==> config.mk <==
export PLATFORM = sky130hd
export DESIGN_NAME = blockade_sample_player
export DESIGN_NICKNAME = d
export VERILOG_FILES = /design/src/rtl/blockade_sample_player.sv
export SDC_FILE = /design/constraint.sdc
export NUM_CORES = 1
export LEC_CHECK = 0
export CELL_PAD_IN_SITES_DETAIL_PLACEMENT = 1
export CELL_PAD_IN_SITES_GLOBAL_PLACEMENT = 1
export CORE_MARGIN = 4
export CORE_UTILIZATION = 42
export DETAILED_ROUTE_END_ITERATION = 16
export PLACE_DENSITY = 0.88
export SETUP_SLACK_MARGIN = 0.2
export SLEW_MARGIN = 10
export SYNTH_ARGS = -nofsm -noshare
export SYNTH_HDL_FRONTEND = slang
export SYNTH_SLANG_ARGS = --single-unit
==> constraint.sdc <==
create_clock -name clk -period 3.3 [get_ports clk]
set_clock_uncertainty 0.2 [all_clocks]
set_input_delay 0.66 -clock clk [delete_from_list [all_inputs] [get_ports clk]]
set_output_delay 0.66 -clock clk [all_outputs]
set_load 0.03 [all_outputs]
==> src/rtl/blockade_sample_player.sv <==
// Sound-sample playback engine: reads a 4-byte header from the sound ROM and then streams
// 8-bit unsigned PCM as signed 16-bit audio. Each sample is held for CLK_DIV clocks.
module blockade_sample_player #(
    parameter int CLK_DIV = 1000,
    parameter int NUM_IDS = 8
) (
    input  logic        clk,
    input  logic        reset,
    input  logic        trigger,
    input  logic [2:0]  sample_id,
    input  logic        stop,
    output logic [15:0] rom_addr,
    input  logic [7:0]  rom_data,
    output logic [15:0] audio_out,
    output logic        busy
);
    localparam int DIV_W = $clog2(CLK_DIV);

    // HCHK is the single cycle after the last header byte where the length is inspected.
    typedef enum logic [3:0] {
        IDLE, H0, H1, H2, H3, HCHK, FETCH, READY, DRAIN
    } state_t;

    state_t           state_q, state_d;
    logic [DIV_W-1:0] div_q;
    logic             tick;
    logic             phase_q, phase_d;  // 0: address on the bus, 1: rom_data valid
    logic [15:0]      addr_q, addr_d;
    logic [15:0]      remaining_q, remaining_d;
    logic [15:0]      rom_addr_q, rom_addr_d;
    logic [15:0]      audio_q, audio_d;
    logic [7:0]       pending_q, pending_d;
    logic             busy_q, busy_d;
    logic [15:0]      hdr_base;

    assign tick     = (div_q == DIV_W'(CLK_DIV - 1));
    assign hdr_base = {11'd0, sample_id & 3'(NUM_IDS - 1), 2'b00};

    // The sample clock is free-running; a new trigger never realigns it.
    always_ff @(posedge clk) begin
        if (reset || tick) begin
            div_q <= '0;
        end else begin
            div_q <= div_q + DIV_W'(1);
        end
    end

    always_comb begin
        // NOTE: every target gets its hold value first, so no branch can infer a latch.
        state_d     = state_q;
        phase_d     = phase_q;
        addr_d      = addr_q;
        remaining_d = remaining_q;
        rom_addr_d  = rom_addr_q;
        audio_d     = audio_q;
        pending_d   = pending_q;
        busy_d      = busy_q;

        if (trigger) begin
            state_d    = H0;
            phase_d    = 1'b0;
            busy_d     = 1'b1;
            audio_d    = '0;
            rom_addr_d = hdr_base;
        end else if (stop && state_q != IDLE) begin
            state_d = IDLE;
            phase_d = 1'b0;
            busy_d  = 1'b0;
            audio_d = '0;
        end else begin
            case (state_q)
                H0: begin
                    phase_d = ~phase_q;
                    if (phase_q) begin
                        addr_d[15:8] = rom_data;
                        rom_addr_d   = rom_addr_q + 16'd1;
                        state_d      = H1;
                    end
                end
                H1: begin
                    phase_d = ~phase_q;
                    if (phase_q) begin
                        addr_d[7:0] = rom_data;
                        rom_addr_d  = rom_addr_q + 16'd1;
                        state_d     = H2;
                    end
                end
                H2: begin
                    phase_d = ~phase_q;
                    if (phase_q) begin
                        remaining_d[15:8] = rom_data;
                        rom_addr_d        = rom_addr_q + 16'd1;
                        state_d           = H3;
                    end
                end
                H3: begin
                    phase_d = ~phase_q;
                    if (phase_q) begin
                        remaining_d[7:0] = rom_data;
                        state_d          = HCHK;
                    end
                end
                HCHK: begin
                    if (remaining_q == 16'd0) begin
                        state_d = IDLE;
                        busy_d  = 1'b0;
                    end else begin
                        state_d    = FETCH;
                        rom_addr_d = addr_q;
                    end
                end
                FETCH: begin
                    phase_d = ~phase_q;
                    if (phase_q) begin
                        pending_d = rom_data;
                        state_d   = READY;
                    end
                end
                READY: begin
                    if (tick) begin
                        // Flipping the MSB turns offset-binary PCM into two's complement.
                        audio_d     = {~pending_q[7], pending_q[6:0], 8'h00};
                        addr_d      = addr_q + 16'd1;
                        remaining_d = remaining_q - 16'd1;
                        if (remaining_q == 16'd1) begin
                            state_d = DRAIN;
                        end else begin
                            state_d    = FETCH;
                            rom_addr_d = addr_q + 16'd1;
                        end
                    end
                end
                DRAIN: begin
                    if (tick) begin
                        audio_d = '0;
                        busy_d  = 1'b0;
                        state_d = IDLE;
                    end
                end
                default: ;
            endcase
        end
    end

    // NOTE: state registers use <= so every register samples pre-edge values; reset is
    // synchronous and clears all of them, the pending sample included.
    always_ff @(posedge clk) begin
        if (reset) begin
            state_q     <= IDLE;
            phase_q     <= 1'b0;
            addr_q      <= '0;
            remaining_q <= '0;
            rom_addr_q  <= '0;
            audio_q     <= '0;
            pending_q   <= '0;
            busy_q      <= 1'b0;
        end else begin
            state_q     <= state_d;
            phase_q     <= phase_d;
            addr_q      <= addr_d;
            remaining_q <= remaining_d;
            rom_addr_q  <= rom_addr_d;
            audio_q     <= audio_d;
            pending_q   <= pending_d;
            busy_q      <= busy_d;
        end
    end

    assign rom_addr  = rom_addr_q;
    assign audio_out = audio_q;
    assign busy      = busy_q;

endmodule

Word level (Yosys, flattened, before mapping)
Cells that the tools add are included.

cells by class
  add/sub/neg operators = 4
  eq/ne operators = 33
  multiplexer cells = 34
  bitwise operators = 4
  reduce and logical (&&, ||, !) cells = 29

operators with widths
  kind                                                                  count
  16-bit two-way mux                                                    8
  8-bit one-hot mux with 2 select lines                                 4
  16-bit one-hot mux with 3 select lines                                1
  16-bit by 1-bit adder with 16-bit output, second input constant       2
  4-bit two-way mux                                                     8
  4-bit inequality test, second input constant                          8
  16-bit one-hot mux with 2 select lines                                1
  4-bit one-hot mux with 8 select lines                                 1
  2-bit inequality test, second input constant                          10
  5-bit AND reduction                                                   4
  16-bit by 1-bit == test with 1-bit output, second input constant      1
  4-bit by 3-bit == test with 1-bit output, second input constant       4
  16-bit zero test                                                      1
  8-bit AND reduction                                                   2
  16-bit by 1-bit subtractor with 16-bit output, second input constant  1
  6-bit AND reduction                                                   2
  4-bit nonzero test                                                    3
  10-bit by 1-bit adder with 10-bit output, second input constant       1
  10-bit == test, second input constant                                 1
  5-bit two-way mux                                                     2
  10-bit nonzero test                                                   1
  2-bit nonzero test                                                    5
  3-bit inequality test, second input constant                          3
  4-bit by 2-bit == test with 1-bit output, second input constant       2
  18 further kinds                                                      28

storage, ports and cells
  register bits after elaboration = 88
  input bits = 15
  output and inout bits = 33
  logic and storage cells = 117

Logic depth before layout (Yosys ltp)
  depth after elaboration = 6
  depth in mapped cells = 10
  mapped depth without buffers = 8

Least setup slack after synthesis
No wires, ideal clock.

  path kind = in2reg
  start point = input stop
  end point = register remaining_q[7]
  setup time = 128 ps
  arrival = 2229 ps
  required time = 2972 ps
  setup slack = 743 ps
  cell stages on the path = 7
  buffers on the path = 1
  cell sequence = clkbuf_1 -> or4b_2 -> a21oi_1 -> a21boi_2 -> o21ai_0 -> a22oi_1 -> nor2_1

between the ends
  longest elaborated chain between the ends = 3

ends and longest elaborated chain
  item                                  line  text
  from (decl)                           11    input logic stop,
  1-bit logical AND                     65    end else if (stop && state_q != IDLE) begin
  1-bit inverter (no source line)       -
  5-bit AND reduction (no source line)  -
  to (signal assigned)                  161   remaining_q <= remaining_d;
  to (decl)                             29    logic [15:0] remaining_q, remaining_d;

Every way passes these cells.
A chain may end at the register's enable or synchronous reset.

Worst setup path after layout
  start point = register remaining_q[8]
  end point = register rom_addr_q[9] (netlist: rom_addr[9])

between the ends
  longest elaborated chain between the ends = 3
  elaborated cells between the ends (all ways) = 5
  those cells by class = 3 x eq/ne; 2 x reduce/logical

ends and longest elaborated chain
  item                                                                           line      text
  16-bit by 1-bit == test with 1-bit output or 16-bit zero test (tied branches)  125, 104
  2-bit inequality test (no source line)                                         -
  6-bit AND reduction (no source line) (*)                                       -
  to (signal assigned)                                                           162       rom_addr_q <= rom_addr_d;
  to (decl)                                                                      30        logic [15:0] rom_addr_q, rom_addr_d;

Mark *: on every way between the ends. The rest lies on a longest branch, timed or not.

==> results_dict.tcl <==
set metrics [dict create \
    status "complete, no violations" \
    core_area_mm2 0.0110 \
    synthArstFlopShare_pct 0 \
    place.gp.congestion 0.855 \
    vdd_drop_max_mv 0.255 \
    ys_seq_area_share_pct 33.4 \
    p_int_mw 1.64 \
    row_count 38 \
    netlist_top_cells_count "84 x nor2_1, 80 x dfxtp_1, 73 x o21ai_0, 65 x a21oi_1, 49 x nand2_1" \
    finalSetupViolCount 0 \
    cp_slowest_stage_delay_ns 0.65 \
    wl_um 15700 \
    fin_tns_setup_ns 0 \
    cts_resized 0 \
    clkLatencyLatePin_ns 0.35 \
    grt_max_degree 36 \
    power_frac_seq_pct 45.3 \
    swShare_pct 24.8 \
    met1_length_um 6760 \
    ys.flop_type "dfxtp_1" \
    worstHoldPathType "register to register" \
    comb_power_share_pct 5.7 \
    worst_slew_pin_slew_ns 0.805 \
    cts_made_buffers 9 \
    rsz0062_at_grt "false" \
    dr.max_layer_used "met4" \
    min_period_over_period_pct 85.1 \
    drc 0 \
    synth-edff-count 0 \
    vias_per_cell 6.09 \
    crit_path_max_fanout 23 \
    syn_to_final_growth_pct 16.4 \
    dieArea_mm2 0.0132 \
    cts-root-buf "clkbuf_16" \
    dr_wl_met2_um 7920 \
    pwr-share-clk_pct 49.1 \
    hold_slack_ns 0.276 \
    path_buf_inv 1 \
    htreeDepth 3 \
    ys_ff_latch 80 \
    avgRoutedWirePerCell_um 19.3 \
    clkTransAtPathRegs_ns 0.07 \
    start_kind "register" \
    maxCapViolations 0 \
    fin_util_pct 50.8 \
    die_h_um 115 \
    synth_top_area_cell "dfxtp_1" \
    die_x_um 115 \
    crit_family "simple AND/OR/NAND/NOR gates" \
    io_pins 48 \
    slew_headroom_pct 45.8 \
    route.met3.wl_um 719 \
    synth_cells 647 \
    yosys_warnings 0 \
    via_count 4964 \
    postCtsSetupBuffers 0 \
    cpMostUsedCell "a21oi_1" \
    powerDensity_mw_per_mm2 390 \
    ant_nets 0 \
    reg2reg_slack_ns 0.49 \
    drtIter0Drc 430 \
    required_ns 3.38 \
    path_class "register to register" \
    syn_avg_cell_area_um2 7.41 \
    cts_sinks 80 \
    grt_pass1_vias 5246 \
    synth.top_cell.area_share_pct 33.4 \
    dp.final_hpwl_um 11200 \
    cp_slowest_cell "nor4_1" \
    drive_gt1_share_pct 6.67 \
    timing.fmax_mhz 356 \
    p_switching_mw 0.541 \
    grt.total_usage_pct 24.4 \
    firstDrtPassIters 4 \
    cts_buffer_depth 2 \
    arrival_ns 2.89 \
    n_antenna_cell 0 \
    synth.area.top_cells "dfxtp_1 33%, o21ai_0 7.6%, a21oi_1 6.8%" \
    antenna_found_initial 0 \
    io_buffers 39 \
    total_power_mw 2.18 \
    grt-ovfl-total 0 \
    synth_area_mm2 0.00479 \
    hold_violations 0 \
    min_period_ns 2.81 \
    yosys.cell_count.top_type "nor2_1" \
    crit_path_cell_trace "nor4_1 -> nand4_1 -> a21oi_1 -> or4_1 -> buf_4 -> o21ai_0 -> a21oi_1" \
    endpoint_kind "register" \
    p_leak_nw 1.88 \
    synth.distinct_cells 62 \
    cts_hold_buf 0 \
    finalNetCount 691 \
    finalMaxSlewViolations 0 \
    grt_pass1_wl_um 26100 \
    start_util_pct 43.6 \
    cts_tree "yes" \
]
## cells in the final DEF (no fill, tap or decap), types with 13 or more instances in the layout
cell type         n
and3_1           13
xnor2_1          13
buf_4            17
a21oi_1          65
nor2_1           84
nor3_1           20
a31oi_1          13
nand2_1          49
o21ai_0          73
nand3_1          22
nor4_1           15
clkdlybuf4s50_1  39
dfxtp_1          80
## layer usage
metal / track usage [%] / up-vias
li1: - / 2370
met1: 29.0 / 2455
met2: 42.9 / 109
met3: 5.79 / 30
met4: 9.00 / 0
met5: 0 / -
## final timing paths
| kind | start | endpoint | cells past startpoint |
|---|---|---|---|
| worst max-delay path | remaining_q[8]$_SDFFE_PP0P_ | rom_addr[9]$_SDFFE_PP0P_ | 7 |
| worst min register to register | div_q[0]$_SDFF_PP0_ | div_q[0]$_SDFF_PP0_ | 1 |
| worst max register to register | remaining_q[8]$_SDFFE_PP0P_ | rom_addr[9]$_SDFFE_PP0P_ | 7 |
| worst min-delay path | div_q[0]$_SDFF_PP0_ | div_q[0]$_SDFF_PP0_ | 1 |
## stage by stage
step	worst slack, ns	area [µm²]	std cells
2_1_floorplan	0.743	4820	654
3_3_place_gp	0.259	5260	799
3_5_place_dp	0.186	5260	799
4_1_cts	0.526	5580	815
5_1_grt	0.319	5580	815
6_report	0.491	5580	815
## kinds of logic after synthesis
family | Yosys count | synth area share (%)
other | 1 | 0.0783
buffers and inverters | 62 | 6.03
AOI/OAI and AO/OA | 202 | 24.3
DFF | 80 | 33.4
adders and majority gates | 6 | 1.57
muxes | 11 | 2.32
xor gates and xnor gates | 24 | 4.39
and+or+nand+nor | 261 | 27.9
## power by group through the flow
stage	combinational [mW]	clock, mW	sequential, mW
3_5_place_dp	0.122	0	1.01
5_1_grt	0.133	1.13	0.987
3_3_place_gp	0.118	0	1.01
6_report	0.123	1.07	0.986
2_1_floorplan	0.0768	0	1.01
4_1_cts	0.123	1.08	0.985
## worst reg2reg max path, delay by kind of cell, from the launching register on
| kind | cells | cell delay (ns) |
|---|---|---|
| and+or+nand+nor | 3 | 1.22 |
| DFF | 1 | 0.38 |
| AOI/OAI and AO/OA | 3 | 0.68 |
| buffers and inverters | 1 | 0.26 |
## cell type report
type | instances | area [µm²]
clock buffer | 10 | 239
clock inverter | 6 | 73.8
fill | 1382 | 5410
inverter | 11 | 41.3
multi-input combinational | 512 | 2930
sequential | 80 | 1600
tap | 140 | 175
timing repair buffer | 56 | 518
## flip-flops by register name, indices dropped and copies added, names as in the netlist
| signal | flops |
|---|---|
| rom_addr | 16 |
| phase_q | 1 |
| addr_q | 16 |
| pending_q | 8 |
| busy | 1 |
| audio_out | 8 |
| state_q | 4 |
| div_q | 10 |
| remaining_q | 16 |
Note: power is estimated with default switching activity, not from simulation.
